File: src/rtl/anchor_updater_pkg.sv
// Shared types and constants for the octree anchor updater: FSM states,
// slot geometry and the position-code-to-slot hash.
package updater_pkg;

    typedef enum logic [2:0] {
        IDLE    = 3'd0,
        WR_FEAT = 3'd1,
        WR_DIR  = 3'd2,
        RD_DIR  = 3'd3,
        CMP     = 3'd4,
        CLR_DIR = 3'd5,
        DONE    = 3'd6
    } state_e;

    localparam int FEAT_WORDS = 7;
    localparam int SLOT_WORDS = 8;
    localparam int SLOT_BITS  = 9;
    localparam int VALID_BIT  = 63;
    localparam int POS_W      = 14;

    // Upper position bits are folded onto slot bits [8:4].
    function automatic logic [SLOT_BITS-1:0] slot_hash(input logic [POS_W-1:0] pos);
        return pos[8:0] ^ {pos[13:9], 4'b0};
    endfunction

endpackage

File: src/rtl/anchor_updater_feat_packer.sv
// Selects 64-bit word k of the latched feature vector, zero-padding the tail
// so the last word carries only the remaining feature bits.
module updater_feat_packer
    import updater_pkg::*;
#(
    parameter int FEATURE_WIDTH = 400,
    parameter int WORD_WIDTH    = 64
) (
    input  logic [FEATURE_WIDTH-1:0] feature,
    input  logic [2:0]               k,
    output logic [WORD_WIDTH-1:0]    word
);

    localparam int PAD_WIDTH = SLOT_WORDS * WORD_WIDTH;

    logic [PAD_WIDTH-1:0] padded;

    always_comb begin
        padded                     = '0;
        padded[FEATURE_WIDTH-1:0]  = feature;
        word                       = padded[k*WORD_WIDTH +: WORD_WIDTH];
    end

endmodule

File: src/rtl/anchor_updater.sv
// Octree anchor insert/delete engine driving a directory SRAM and a feature SRAM.
// Optional macro UPDATER_COLLISION_CHECK_EN: add refuses to evict a different valid tag.
module anchor_updater
    import updater_pkg::*;
#(
    parameter int FEATURE_WIDTH    = 400,
    parameter int ENCODE_WIDTH     = 12,
    parameter int LEVEL_WIDTH      = 2,
    parameter int SRAM1_ADDR_WIDTH = 12,
    parameter int SRAM1_DATA_WIDTH = 64,
    parameter int SRAM2_ADDR_WIDTH = 12,
    parameter int SRAM2_DATA_WIDTH = 64
) (
    input  logic                                 clk,
    input  logic                                 rst,
    input  logic                                 add_anchor,
    input  logic                                 del_anchor,
    output logic                                 add_done,
    output logic                                 del_done,
`ifdef UPDATER_COLLISION_CHECK_EN
    output logic                                 add_collision,
`endif
    input  logic [LEVEL_WIDTH+ENCODE_WIDTH-1:0]  pos_encode,
    input  logic [FEATURE_WIDTH-1:0]             feature_in,
    output logic                                 sram_1_CEN,
    output logic [SRAM1_ADDR_WIDTH-1:0]          sram_1_A,
    output logic [SRAM1_DATA_WIDTH-1:0]          sram_1_D,
    output logic                                 sram_1_GWEN,
    input  logic [SRAM1_DATA_WIDTH-1:0]          sram_1_Q,
    output logic                                 sram_2_CEN,
    output logic [SRAM2_ADDR_WIDTH-1:0]          sram_2_A,
    output logic [SRAM2_DATA_WIDTH-1:0]          sram_2_D,
    output logic                                 sram_2_GWEN,
    input  logic [SRAM2_DATA_WIDTH-1:0]          sram_2_Q
);

    localparam int PW = LEVEL_WIDTH + ENCODE_WIDTH;

    state_e                     state_q, state_d;
    logic [2:0]                 k_q, k_d;
    logic [PW-1:0]              pos_q, pos_d;
    logic [FEATURE_WIDTH-1:0]   feat_q, feat_d;
    logic                       is_add_q, is_add_d;
`ifdef UPDATER_COLLISION_CHECK_EN
    logic                       col_q, col_d;
`endif

    logic [SLOT_BITS-1:0]       slot;
    logic [SRAM2_DATA_WIDTH-1:0] feat_word;
    logic                       tag_vld, tag_eq;
    logic                       q_unused;

    assign slot     = slot_hash(pos_q);
    assign tag_vld  = sram_1_Q[VALID_BIT];
    assign tag_eq   = (sram_1_Q[PW-1:0] == pos_q);
    assign q_unused = ^{sram_1_Q[SRAM1_DATA_WIDTH-2:PW], sram_2_Q};

    updater_feat_packer #(
        .FEATURE_WIDTH (FEATURE_WIDTH),
        .WORD_WIDTH    (SRAM2_DATA_WIDTH)
    ) u_packer (
        .feature (feat_q),
        .k       (k_q),
        .word    (feat_word)
    );

    always_comb begin
        state_d     = state_q;
        k_d         = k_q;
        pos_d       = pos_q;
        feat_d      = feat_q;
        is_add_d    = is_add_q;
`ifdef UPDATER_COLLISION_CHECK_EN
        col_d         = col_q;
        add_collision = 1'b0;
`endif
        add_done    = 1'b0;
        del_done    = 1'b0;
        sram_1_CEN  = 1'b1;
        sram_1_GWEN = 1'b1;
        sram_1_A    = '0;
        sram_1_D    = '0;
        sram_2_CEN  = 1'b1;
        sram_2_GWEN = 1'b1;
        sram_2_A    = '0;
        sram_2_D    = '0;

        case (state_q)
            IDLE: begin
                // Add wins a simultaneous request; the delete is simply dropped.
                if (add_anchor || del_anchor) begin
                    is_add_d = add_anchor;
                    pos_d    = pos_encode;
                    feat_d   = feature_in;
                    k_d      = '0;
`ifdef UPDATER_COLLISION_CHECK_EN
                    col_d    = 1'b0;
                    state_d  = RD_DIR;
`else
                    state_d  = add_anchor ? WR_FEAT : RD_DIR;
`endif
                end
            end
            WR_FEAT: begin
                sram_2_CEN  = 1'b0;
                sram_2_GWEN = 1'b0;
                sram_2_A    = {slot, k_q};
                sram_2_D    = feat_word;
                k_d         = k_q + 3'd1;
                if (k_q == 3'(FEAT_WORDS - 1))
                    state_d = WR_DIR;
            end
            WR_DIR: begin
                sram_1_CEN  = 1'b0;
                sram_1_GWEN = 1'b0;
                sram_1_A    = {{(SRAM1_ADDR_WIDTH-SLOT_BITS){1'b0}}, slot};
                sram_1_D    = {1'b1, {(SRAM1_DATA_WIDTH-1-PW){1'b0}}, pos_q};
                state_d     = DONE;
            end
            RD_DIR: begin
                sram_1_CEN  = 1'b0;
                sram_1_A    = {{(SRAM1_ADDR_WIDTH-SLOT_BITS){1'b0}}, slot};
                state_d     = CMP;
            end
            CMP: begin
`ifdef UPDATER_COLLISION_CHECK_EN
                if (is_add_q) begin
                    col_d   = tag_vld && !tag_eq;
                    state_d = (tag_vld && !tag_eq) ? DONE : WR_FEAT;
                end else
`endif
                state_d = (tag_vld && tag_eq) ? CLR_DIR : DONE;
            end
            CLR_DIR: begin
                sram_1_CEN  = 1'b0;
                sram_1_GWEN = 1'b0;
                sram_1_A    = {{(SRAM1_ADDR_WIDTH-SLOT_BITS){1'b0}}, slot};
                state_d     = DONE;
            end
            DONE: begin
                add_done = is_add_q;
                del_done = !is_add_q;
`ifdef UPDATER_COLLISION_CHECK_EN
                add_collision = is_add_q && col_q;
`endif
                state_d  = IDLE;
            end
            default: state_d = IDLE;
        endcase
    end

    always_ff @(posedge clk) begin
        if (rst) begin
            state_q  <= IDLE;
            k_q      <= '0;
            pos_q    <= '0;
            feat_q   <= '0;
            is_add_q <= 1'b0;
`ifdef UPDATER_COLLISION_CHECK_EN
            col_q    <= 1'b0;
`endif
        end else begin
            state_q  <= state_d;
            k_q      <= k_d;
            pos_q    <= pos_d;
            feat_q   <= feat_d;
            is_add_q <= is_add_d;
`ifdef UPDATER_COLLISION_CHECK_EN
            col_q    <= col_d;
`endif
        end
    end

endmodule

File: config.mk
export PLATFORM = sky130hd
export DESIGN_NAME = anchor_updater
export DESIGN_NICKNAME = d
export VERILOG_FILES = /design/src/rtl/anchor_updater_pkg.sv /design/src/rtl/anchor_updater_feat_packer.sv /design/src/rtl/anchor_updater.sv
export SDC_FILE = /design/constraint.sdc
export NUM_CORES = 1
export LEC_CHECK = 0
export ABC_AREA = 1
export CORE_AREA = 2 2 277 279
export DETAILED_ROUTE_END_ITERATION = 8
export DIE_AREA = 0 0 279 281
export PLACE_DENSITY_LB_ADDON = 0.05
export SLEW_MARGIN = 10
export SYNTH_ARGS = -nofsm -noshare
export SYNTH_HDL_FRONTEND = slang
export SYNTH_HIERARCHICAL = 1
export SYNTH_SLANG_ARGS = --single-unit
File: constraint.sdc
create_clock -name clk -period 2.4 [get_ports clk]
set_input_delay 0.24 -clock clk [delete_from_list [all_inputs] [get_ports clk]]
set_output_delay 0.24 -clock clk [all_outputs]
set_load 0.02 [all_outputs]
==> impl_metrics.ini <==
[clocking]
clk_pin_slew_worst_paths_ns = 0.06
cts_buffers = 52
clock_sinks = 421
cts_tree = built
htree_levels = 2
cts-root-buf = clkbuf_16
clock_latency_ns = 0.60
clk_path_buf_depth = 3
hold_buffers = 0

[logic_synthesis]
synth_top_family_by_area = simple AND/OR/NAND/NOR gates
ys_ff_latch = 421
syn_avg_cell_area_um2 = 6.35
yosys.area_share.adder_pct = 0.181
synthesis.area_um2 = 20800
syn_inst = 3270
synth.mux.area_fraction_pct = 0
synthXorXnorAreaFrac_pct = 0.295
synth-compound-area-share_pct = 12.5
synthSimpleGateAreaFrac_pct = 32.6
ys_seq_area_share_pct = 40.6
yosys_warnings = 6
synthDistinctLibCells = 28

[run_status]
outcome = complete, but fails checks
violations = setup timing

[route]
postRouteAntennaNets = 0
viasPerCell = 4.51
first_pass_iters = 5
wl_per_cell_um = 18.8
drt_wl_total_um = 89900
drc_errors = 0
vias = 21500
drtIter0Drc = 1373

[hold_path]
holdCritStartpoint = rst
holdCritPathClass = in2reg

[worst_setup_path]
cp.arrival_ns = 2.29
start_kind = register
worst-r2r-setup-slack_ns = 0.49
ff2ff_path_depth = 7
endpoint = sram_2_D[52]
r2r_end = feat_q[72]$_SDFFE_PP0P_
cp-end-kind = primary output
rr_startpoint = state_q[2]$_SDFFE_PP0P_
critPathLaunch = k_q[0]$_SDFFE_PP0P_
critical_path_required_ns = 2.16
cp_max_fo = 16
path_class = reg2out

[flow_run]
drv_cap = 0

[sta]
post-route-min-period_ns = 2.53
drv_slew = 0
finalCritPeriodShare_pct = 105
hold_viol_final = 0
clock_skew_ns = 0.0283
setup_tns_ns = -2.32
rsz0062_at_grt = true
layout_setup_ws_ns = -0.130
fmax_mhz = 395
setup_viol = 49

[grt]
overflow = 0
grt_pass1_wl_um = 129000
antenna_found_initial = 19
grt_use_total_pct = 21.7
grt_max_degree = 95
grt_pass1_vias = 20800

[finish]
mostFrequentLayoutCell = nand2_1
layout_common_cells = nand2_1, clkdlybuf4s50_1, dfxtp_1
drive_gt1_share_pct = 11.3
fin_nets = 4294
area_delta_synth_final_pct = 44.5

[floorplanning]
core_area_um2 = 75400
dieArea_um2 = 78400
initial_core_util_pct = 27.5
io_pins = 704
rows = 101
chipHeight_um = 281
die_w_um = 279

[placed_design]
globalplace.congestion = 0.862
portBuffers = 538
pre_cts_slack_ns = -0.0174
dp_hpwl_um = 61700

[power_and_ir_drop]
power_density_nw_per_um2 = 1170
power_w = 0.0350
vdd_drop_max_mv = 0.651
total_leakage_power_nw = 13.0
[cells by family (layout without fill, tap and decap cells)]
family,after synthesis,count (layout)
simple gates,1716,1716
compound gates,471,471
fa+ha+maj,3,3
other cells,1,62
flops,421,421
buf+inv,651,1115
xor+xnor,7,7
[worst min-delay path by stage]
stage	slack (ns)	to	depth (start not counted)
finish	0.006	feat_q[309]$_SDFFE_PP0P_	2
global route	0.01	feat_q[311]$_SDFFE_PP0P_	2
CTS	0.003	feat_q[374]$_SDFFE_PP0P_	2
detailed placement	0.45	feat_q[303]$_SDFFE_PP0P_	2
global placement	0.44	feat_q[318]$_SDFFE_PP0P_	2
floorplan	0.39	feat_q[0]$_SDFFE_PP0P_	2
[worst max-delay path: stages (launching register included)]
cell and delay, ns:
dfxtp_4 0.35, buf_12 0.16, inv_16 0.10, buf_6 0.15, buf_4 0.13, nand2_1 0.08, nand3_2 0.12, nand2_2 0.11
nand2_2 0.10, nand2_2 0.09, inv_1 0.04, nor2_1 0.10, buf_4 0.15
[area by class of cell]
cell class | instances | area [um2]
Antenna cell | 10 | 25.0
Clock buffer | 72 | 1460
Clock inverter | 22 | 188
Fill cell | 8104 | 45400
Inverter | 379 | 1460
Multi-Input combinational cell | 2249 | 10200
Sequential cell | 421 | 8440
Tap cell | 978 | 1220
Timing Repair Buffer | 642 | 7060
[through the flow]
step	cells	utilization, %	cell area [um2]	hold slack, ns
2_1_floorplan	3321	-	21000	0.387
3_3_place_gp	4637	36.0	27200	0.444
3_5_place_dp	4637	36.0	27200	0.450
4_1_cts	4754	39.2	29600	0.00349
5_1_grt	4773	39.8	30000	0.0137
6_report	4773	39.8	30000	0.00637
[where the power goes]
part | leakage (nW) | switching [W] | internal [W]
clock network | 0.825 | 0.00321 | 0.00454
logic | 8.74 | 0.0107 | 0.00647
registers | 3.47 | 0.00107 | 0.00905
[synth_stat cells]
library cell	instances	area share (%)
xor2_1	1	0.042
clkbuf_1	81	1.5
o31ai_1	1	0.036
a211oi_1	1	0.036
a211oi_2	14	0.84
buf_2	108	2.6
nor3_1	3	0.072
a21oi_4	1	0.078
dfxtp_1	421	41
nand3_1	147	3.5
nor3b_1	1	0.036
nand2_1	1383	25
inv_1	374	6.8
nor2_1	131	2.4
xnor2_1	6	0.25
clkinv_1	1	0.018
o211ai_1	48	1.7
or2_1	48	1.4
buf_1	9	0.16
nor2_4	2	0.11
a21oi_1	404	9.7
or2_2	1	0.030
inv_2	4	0.072
buf_4	74	2.7
conb_1	1	0.018
o21ai_0	1	0.024
o21bai_1	1	0.036
ha_1	3	0.18
[routing by layer]
metal  share of wire (%)  up-vias  global-route usage (%)
li1                    -    10900                       -
met1                  47     9992                    30.2
met2                  45      560                    34.1
met3                 6.0       86                    4.65
met4                 1.5       16                    5.38
met5                0.11        -                       0
[sequential cells by signal (all words and copies together), names as in the netlist]
| name | count |
|---|---|
| state_q | 3 |
| is_add_q | 1 |
| pos_q | 14 |
| feat_q | 400 |
| k_q | 3 |
[timing repair]
item	CTS	global route
cloned	11	5
gates resized for setup	483	100
endpoints found under the setup margin	102	98
buffers inserted	12	4
pin swaps	44	21
Note: power is estimated with default switching activity, not from simulation.
